File: config.mk
export PLATFORM = sky130hd
export DESIGN_NAME = mem_port_arbiter
export DESIGN_NICKNAME = d
export VERILOG_FILES = /design/src/rtl/mem_port_arbiter.sv
export SDC_FILE = /design/constraint.sdc
export NUM_CORES = 1
export LEC_CHECK = 0
export BUFFER_PORTS_ARGS = -buffer_cell sky130_fd_sc_hd__buf_2
export CAP_MARGIN = 20
export CORE_ASPECT_RATIO = 1.25
export CORE_MARGIN = 5
export CORE_UTILIZATION = 30
export CTS_CLUSTER_DIAMETER = 80
export DETAILED_ROUTE_END_ITERATION = 6
export GPL_ROUTABILITY_DRIVEN = 1
export PLACE_DENSITY = 0.55
export SYNTH_ARGS = -nofsm -noshare
export SYNTH_HDL_FRONTEND = slang
export SYNTH_SLANG_ARGS = --single-unit
File: constraint.sdc
create_clock -name clk -period 2.9 [get_ports clk]
set_input_delay 0.145 -clock clk [delete_from_list [all_inputs] [get_ports clk]]
set_output_delay 0.145 -clock clk [all_outputs]
set_load 0.05 [all_outputs]
File: src/rtl/mem_port_arbiter.sv
// Shares one bus master port between instruction fetch and load/store.
// Data requests win unless fetch has been starved for MAX_D_BURST grants.
module mem_port_arbiter #(
   parameter int MAX_D_BURST = 4,
   parameter int TIMEOUT     = 16
) (
   input  logic        clk,
   input  logic        reset,
   input  logic        if_req_i,
   input  logic [31:0] if_addr_i,
   output logic        if_ack_o,
   output logic        if_err_o,
   output logic [31:0] if_data_o,
   input  logic        d_req_i,
   input  logic        d_we_i,
   input  logic        d_size_i,
   input  logic [31:0] d_addr_i,
   input  logic [31:0] d_wdata_i,
   output logic        d_ack_o,
   output logic        d_err_o,
   output logic [31:0] d_rdata_o,
   output logic        bus_cyc_o,
   output logic        bus_stb_o,
   output logic        bus_we_o,
   output logic [31:0] bus_adr_o,
   output logic [31:0] bus_dat_o,
   output logic [3:0]  bus_sel_o,
   input  logic [31:0] bus_dat_i,
   input  logic        bus_ack_i
);

   // state  | meaning
   // IDLE   | arbitrate between fetch and data requests
   // BUSY   | bus cycle in flight, waiting for ack or timeout
   // RESP   | one-cycle ack to the granted requester
   localparam logic [1:0] S_IDLE = 2'd0;
   localparam logic [1:0] S_BUSY = 2'd1;
   localparam logic [1:0] S_RESP = 2'd2;

   logic [1:0]  r_state;
   logic        r_gnt_d;
   logic        r_we;
   logic        r_size;
   logic [1:0]  r_lane;
   logic [3:0]  r_dburst;
   logic [7:0]  r_tmo;
   logic        r_cyc;
   logic        r_bus_we;
   logic [31:0] r_adr;
   logic [31:0] r_dat;
   logic [3:0]  r_sel;
   logic        r_if_ack;
   logic        r_if_err;
   logic [31:0] r_if_data;
   logic        r_d_ack;
   logic        r_d_err;
   logic [31:0] r_d_rdata;

   logic        w_burst_full;
   logic        w_gnt_d;
   logic        w_gnt_if;
   logic        w_d_mis;
   logic        w_if_mis;
   logic        w_tmo_hit;
   logic [3:0]  w_sel_byte;
   logic [7:0]  w_lane_byte;
   logic [31:0] w_load_data;

   assign w_burst_full = (r_dburst == 4'(MAX_D_BURST));
   assign w_gnt_d      = d_req_i && !(if_req_i && w_burst_full);
   assign w_gnt_if     = !w_gnt_d && if_req_i;
   assign w_d_mis      = d_size_i && (d_addr_i[1:0] != 2'b00);
   assign w_if_mis     = (if_addr_i[1:0] != 2'b00);
   assign w_sel_byte   = 4'b0001 << d_addr_i[1:0];
   // TIMEOUT of 0 wraps the compare value out of reach, disabling the abort
   assign w_tmo_hit    = (TIMEOUT != 0) && ({1'b0, r_tmo} == 9'(TIMEOUT - 1));

   always_comb begin
      w_lane_byte = bus_dat_i[7:0];
      case (r_lane)
         2'd1:    w_lane_byte = bus_dat_i[15:8];
         2'd2:    w_lane_byte = bus_dat_i[23:16];
         2'd3:    w_lane_byte = bus_dat_i[31:24];
         default: w_lane_byte = bus_dat_i[7:0];
      endcase
   end

   assign w_load_data = r_size ? bus_dat_i : {{24{w_lane_byte[7]}}, w_lane_byte};

   always_ff @(posedge clk) begin
      if (reset) begin
         r_state   <= S_IDLE;
         r_gnt_d   <= 1'b0;
         r_we      <= 1'b0;
         r_size    <= 1'b0;
         r_lane    <= 2'd0;
         r_dburst  <= 4'd0;
         r_tmo     <= 8'd0;
         r_cyc     <= 1'b0;
         r_bus_we  <= 1'b0;
         r_adr     <= 32'd0;
         r_dat     <= 32'd0;
         r_sel     <= 4'd0;
         r_if_ack  <= 1'b0;
         r_if_err  <= 1'b0;
         r_if_data <= 32'd0;
         r_d_ack   <= 1'b0;
         r_d_err   <= 1'b0;
         r_d_rdata <= 32'd0;
      end else begin
         r_if_ack <= 1'b0;
         r_d_ack  <= 1'b0;

         if (!if_req_i)
            r_dburst <= 4'd0;
         else if (r_state == S_IDLE && w_gnt_if)
            r_dburst <= 4'd0;
         else if (r_state == S_IDLE && w_gnt_d && !w_burst_full)
            r_dburst <= r_dburst + 4'd1;

         case (r_state)
            S_IDLE: begin
               if (w_gnt_d) begin
                  r_gnt_d <= 1'b1;
                  r_we    <= d_we_i;
                  r_size  <= d_size_i;
                  r_lane  <= d_addr_i[1:0];
                  if (w_d_mis) begin
                     r_state   <= S_RESP;
                     r_d_ack   <= 1'b1;
                     r_d_err   <= 1'b1;
                     r_d_rdata <= 32'd0;
                  end else begin
                     r_state  <= S_BUSY;
                     r_tmo    <= 8'd0;
                     r_cyc    <= 1'b1;
                     r_bus_we <= d_we_i;
                     r_adr    <= {d_addr_i[31:2], 2'b00};
                     r_dat    <= d_size_i ? d_wdata_i : {4{d_wdata_i[7:0]}};
                     r_sel    <= d_size_i ? 4'b1111 : w_sel_byte;
                  end
               end else if (w_gnt_if) begin
                  r_gnt_d <= 1'b0;
                  r_we    <= 1'b0;
                  r_size  <= 1'b1;
                  r_lane  <= 2'd0;
                  if (w_if_mis) begin
                     r_state   <= S_RESP;
                     r_if_ack  <= 1'b1;
                     r_if_err  <= 1'b1;
                     r_if_data <= 32'd0;
                  end else begin
                     r_state  <= S_BUSY;
                     r_tmo    <= 8'd0;
                     r_cyc    <= 1'b1;
                     r_bus_we <= 1'b0;
                     r_adr    <= {if_addr_i[31:2], 2'b00};
                     r_dat    <= 32'd0;
                     r_sel    <= 4'b1111;
                  end
               end
            end
            S_BUSY: begin
               if (bus_ack_i || w_tmo_hit) begin
                  r_cyc   <= 1'b0;
                  r_state <= S_RESP;
                  if (r_gnt_d) begin
                     r_d_ack   <= 1'b1;
                     r_d_err   <= !bus_ack_i;
                     r_d_rdata <= (bus_ack_i && !r_we) ? w_load_data : 32'd0;
                  end else begin
                     r_if_ack  <= 1'b1;
                     r_if_err  <= !bus_ack_i;
                     r_if_data <= bus_ack_i ? bus_dat_i : 32'd0;
                  end
               end else begin
                  r_tmo <= r_tmo + 8'd1;
               end
            end
            S_RESP:  r_state <= S_IDLE;
            default: r_state <= S_IDLE;
         endcase
      end
   end

   assign if_ack_o  = r_if_ack;
   assign if_err_o  = r_if_err;
   assign if_data_o = r_if_data;
   assign d_ack_o   = r_d_ack;
   assign d_err_o   = r_d_err;
   assign d_rdata_o = r_d_rdata;
   assign bus_cyc_o = r_cyc;
   assign bus_stb_o = r_cyc;
   assign bus_we_o  = r_bus_we;
   assign bus_adr_o = r_adr;
   assign bus_dat_o = r_dat;
   assign bus_sel_o = r_sel;

endmodule
### Word level (Yosys, flattened, before mapping)

Cells that the tools add are included.

| word-level totals | value |
|---|---|
| bits in read-only memories | 0 |
| input port bits | 135 |
| bits in writable memories | 0 |
| memories | 0 |
| register bits | 157 |
| word-level logic and storage cells | 149 |
| bits in latches | 0 |

| operators by class | value |
|---|---|
| mux-type cells | 80 |
| bitwise operators | 1 |
| $lt $le $gt $ge | 0 |
| multipliers | 0 |
| eq/ne operators | 20 |
| shift operators | 1 |
| div/mod/pow operators | 0 |
| reductions and logical operators | 27 |
| add/sub/neg operators | 2 |

Operator list:

| kind | number |
|---|---|
| 32-bit 2-to-1 mux | 21 |
| 32-bit one-hot mux with 2 select lines | 2 |
| 8-bit 2-to-1 mux | 5 |
| 1-bit 2-to-1 mux | 32 |
| 8-bit one-hot mux with 3 select lines | 1 |
| 2-bit inequality test, second input constant | 11 |
| 4-bit 2-to-1 mux | 5 |
| 8-bit one-hot mux with 2 select lines | 1 |
| 5-bit AND reduction | 3 |
| 2-bit 2-to-1 mux | 7 |
| 1-bit one-hot mux with 2 select lines | 5 |
| 3-bit inequality test, second input constant | 3 |
| 8-bit by 1-bit adder with 8-bit output, second input constant | 1 |
| 8-bit by 4-bit == test with 1-bit output, second input constant | 1 |
| 1-bit logical AND | 8 |
| 2-bit nonzero test | 4 |
| 6-bit AND reduction | 1 |
| 1-bit logical NOT | 5 |
| 4-bit by 1-bit adder with 4-bit output, second input constant | 1 |
| 2-bit by 1-bit == test with 1-bit output, second input constant | 2 |
| 2-bit == test, second input constant | 2 |
| 4-bit by 3-bit == test with 1-bit output, second input constant | 1 |
| 2-bit one-hot mux with 2 select lines | 1 |
| 2-bit AND reduction | 2 |
| 6 further kinds | 6 |

### Logic depth before layout (Yosys ltp)

| logic depth | value |
|---|---|
| depth in word-level cells | 9 |
| depth in mapped cells | 9 |
| depth with buffers taken out | 6 |

### Least setup slack after synthesis

No wires, ideal clock.

| timing | value |
|---|---|
| kind | reg2reg |
| start point | register r_dburst[0] |
| end point | register r_d_rdata[15] (netlist: d_rdata_o[15]) |
| path buffers | 3 |
| data required time | 2.779 ns |
| setup slack | 0.579 ns |
| setup time | 0.121 ns |
| cell stages (with the launch flop) | 10 |
| arrival | 2.199 ns |
| cell sequence | dfxtp_1 -> inv_1 -> ha_1 -> and4b_1 -> clkbuf_1 -> o41a_1 -> or3_1 -> buf_2 -> buf_6 -> mux2_4 |

| between the ends | value |
|---|---|
| cells in the longest elaborated chain, start to end | 6 |

Ends and longest elaborated chain:

| item | RTL line | text |
|---|---|---|
| start: declaration | 45 | `logic [3:0] r_dburst;` |
| start signal: assignment | 119 | `r_dburst <= r_dburst + 4'd1;` |
| 4-bit by 3-bit == test with 1-bit output | 69 | `assign w_burst_full = (r_dburst == 4'(MAX_D_BURST));` |
| 1-bit logical AND | 70 | `assign w_gnt_d = d_req_i && !(if_req_i && w_burst_full);` |
| 1-bit logical NOT | 70 |  |
| 1-bit logical AND | 70 |  |
| 2-bit inequality test (no line) | - |  |
| 5-bit AND reduction (no line) | - |  |
| end signal: assignment | 170 | `r_d_rdata <= (bus_ack_i && !r_we) ? w_load_data : 32'd0;` |
| end: declaration | 57 | `logic [31:0] r_d_rdata;` |

No other way between the ends.
A chain may end at the register's enable or synchronous reset.

### Worst setup path in the final report

| timing | value |
|---|---|
| start point | register r_dburst[0] |
| end point | register r_adr[8] (netlist: bus_adr_o[8]) |

| between the ends | value |
|---|---|
| cells in the longest elaborated chain, start to end | 8 |
| elaborated cells on any way between the ends | 11 |
| those cells by class | 3 x eq/ne; 1 x mux; 7 x reduce/logical |

Ends and longest elaborated chain:

| item | RTL line | text |
|---|---|---|
| 4-bit by 3-bit == test with 1-bit output * | 69 |  |
| 1-bit logical AND * | 70 |  |
| 1-bit logical NOT * | 70 |  |
| 1-bit logical AND * | 70 |  |
| 1-bit logical NOT | 71 | `assign w_gnt_if = !w_gnt_d && if_req_i;` |
| 1-bit logical AND | 71 |  |
| 2-bit nonzero test (no line) | - |  |
| 4-bit AND reduction (no line) | - |  |
| end signal: assignment | 138 | `r_adr <= {d_addr_i[31:2], 2'b00};` |
| end signal: assignment | 157 | `r_adr <= {if_addr_i[31:2], 2'b00};` |
| end: declaration | 49 | `logic [31:0] r_adr;` |

Every way passes the cells marked *; elsewhere a longest branch is shown, timed or not.

==> impl_metrics.csv <==
group,metric,value,unit
floorplan,die_w,151,microns
power,switchingPower,0.00206,W
floorplan,num_rows,64,
place,dp_hpwl,17700,microns
grt,grt_pass1_wl,39500,microns
setup_path,cp_max_fo,50,
synth,synth_enable_flop_cells,0,
grt,grt_use_total,17.7,%
place,place.port_buffers,271,
finish,multi_input_area,3980,sq um
power,p_seq_share,37.5,%
sta,relSlewSlack,50.3,%
min_path,hp-start,"if_addr_i[16]",
floorplan,die_area,28100,sq um
floorplan,fp.dieH,186,microns
setup_path,crit_required,3.26,ns
synth,async_flop_share,0,%
floorplan,core,24500,sq um
clocking,clock_latency,0.42,ns
setup_path,cp-end-kind,"register",
sta,worst_hold_slack,0.0124,ns
flow_run,cap_violations,0,
place,gp_congestion,0.785,
setup_path,worstSetupStartpoint,"r_dburst[0]",
finish,final_common_cell,"buf_2",
finish,register_area,3100,sq um
grt,gr-total-overflow,0,
clocking,cts_setup_buffers,0,
min_path,min_path_type,"in -> reg",
sta,hold_viol,0,
grt,grt_pass1_vias,7150,
sta,drv_slew,0,
place,place_inst,1425,
detailed_routing,drt_iter0_markers,402,
sta,fin_crit_sh,93.0,%
power,leakage,4.82,nW
clocking,root_buffer,"clkbuf_16",
synth,synth-main-ff-cell,"dfxtp_1",
synth,ys_warn_count,0,
setup_path,cp_data_arrival_time,3.06,ns
clocking,cts_inserted_buffers,17,
clocking,cts_hold_buf,66,
clocking,cts_resized,0,
sta,fin_crit,2.70,ns
grt,grt_max_degree,66,
finish,fillers,2520,
power,vdd_drop_max,0.375,mV
detailed_routing,drcViolationCount,0,
detailed_routing,vias_per_cell,4.87,
finish,fin_util,42.2,%
clocking,clk_path_buf_depth,2,
finish,final_nets,1318,
detailed_routing,dr.pass1.iters,5,
setup_path,path_class,"reg -> reg",
synth,ys_ff_latch,155,
power,clockPowerShare,37.2,%
power,power_density,602,nW/um^2
setup_path,worst_setup_path_start_kind,"register",
power,p_int,0.00416,W
synth,ys_seq_area_share,41.6,%
sta,tightest_slew,0.746,ns
detailed_routing,drt-wirelength-per-cell,16.8,microns
finish,final_cell_mix,"buf_2, nand2_1, dfxtp_1",
detailed_routing,vias,7421,
floorplan,start_util,30.4,%
clocking,cts_tree,"done",
sta,rsz0062_at_grt,"no",
sta,tns,0,ns
grt,antenna_found_initial,2,
detailed_routing,detail-route-antenna-nets,0,
synth,syn_area,7460,sq um
finish,fin_cells,1523,
power,switching_share,33.2,%
clocking,htreeDepth,4,
sta,finClkSkew,0.0119,ns
power,pwr-share-comb,25.3,%
detailed_routing,wl,25700,microns
synth,synth_area_per_cell,8.44,sq um
synth,synthCells,883,
sta,setup_viol,0,
finish,syn_to_final_growth,38.7,%
sta,clock.fmax,0.371,GHz
synth,yosysUniqueCellTypes,57,
clocking,clkSinkCount,155,
setup_path,rr_startpoint,"r_dburst[0]",
clocking,clk_pin_slew,0.06,ns
finish,drive_gt1_share,30.1,%
run_status,status,"complete, no violations",
floorplan,boundaryPins,274,
-- kinds of logic after synthesis --
logic type	Yosys count	share of synthesized area, %
adder cells (fa/ha/maj)	3	0.503
other	1	0.0503
buffers and inverters	92	5.29
AO/OA/AOI/OAI	148	13.5
multiplexers	74	11.6
AND/OR/NAND/NOR	407	27.0
flip-flops	155	41.6
XOR/XNOR	3	0.352
-- through the flow --
step           setup slack (ns)  power (W)  cell area, sq um
2_1_floorplan             0.579    0.00341              7460
3_3_place_gp              0.496    0.00384              9080
5_1_grt                  0.0365    0.00654             10300
3_5_place_dp              0.472    0.00385              9080
6_report                  0.204    0.00622             10300
4_1_cts                   0.223    0.00630             10300
-- power groups by stage --
| stage | clock (W) | combinational, W | sequential (W) |
|---|---|---|---|
| floorplan | 0 | 0.000651 | 0.00276 |
| global placement | 0 | 0.00147 | 0.00238 |
| detailed placement | 0 | 0.00147 | 0.00238 |
| CTS | 0.00239 | 0.00158 | 0.00233 |
| global route | 0.00250 | 0.00169 | 0.00235 |
| finish | 0.00232 | 0.00157 | 0.00233 |
-- cell type report --
cell class,count,share of cell area [%]
Multi-Input combinational cell,637,38.4
Sequential cell,155,30.0
Timing Repair Buffer,360,21.4
Clock buffer,18,4.15
Tap cell,330,3.99
Clock inverter,13,1.62
Inverter,9,0.327
Antenna cell,1,0.0242
-- flip-flops by register name, indices dropped and copies added (netlist names) --
register	cells
r_gnt_d	1
bus_we_o	1
r_tmo	8
bus_dat_o	32
d_rdata_o	32
r_dburst	4
if_ack_o	1
bus_cyc_o	1
r_state	2
bus_sel_o	4
r_lane	2
r_we	1
r_size	1
d_ack_o	1
d_err_o	1
if_err_o	1
bus_adr_o	30
if_data_o	32
-- synth_stat cells (9+ instances only) --
cell | count | area share (%)
nand3_1 | 42 | 2.8
inv_1 | 9 | 0.45
mux2_4 | 22 | 4.4
nand3b_1 | 33 | 3.3
clkbuf_1 | 66 | 3.3
mux2i_1 | 47 | 6.3
a311oi_1 | 32 | 3.8
dfxtp_1 | 155 | 42
nor2_1 | 21 | 1.1
nand2b_1 | 50 | 4.2
nor2b_1 | 28 | 2.3
nand2_1 | 173 | 8.7
a21oi_1 | 70 | 4.7
nor3_1 | 39 | 2.6
-- layer usage --
layer | track usage [%] | wire, microns | part of all wire, %
met3 | 4.75 | 1860 | 7.2
met5 | 0 | 7 | 0.027
met1 | 22.1 | 10600 | 41
met2 | 30.1 | 12700 | 49
met4 | 5.15 | 542 | 2.1
-- worst max-delay path, stage by stage, from the launching register on --
cell,delay (ns)
dfxtp_1,0.34
inv_1,0.07
ha_1,0.23
nand4b_1,0.20
and4_2,0.55
buf_12,0.30
nor3_1,0.08
a311oi_1,0.25
dlygate4sd3_1,0.58
-- final timing paths --
path                                 endpoint  cells past startpoint  slack (ns)
worst max-delay path             bus_adr_o[8]                      8        0.20
worst min-delay path            bus_adr_o[16]                      3        0.01
worst max register to register   bus_adr_o[8]                      8        0.20
worst min register to register   bus_dat_o[8]                      2        0.46
Power figures use the tool's default switching activity.
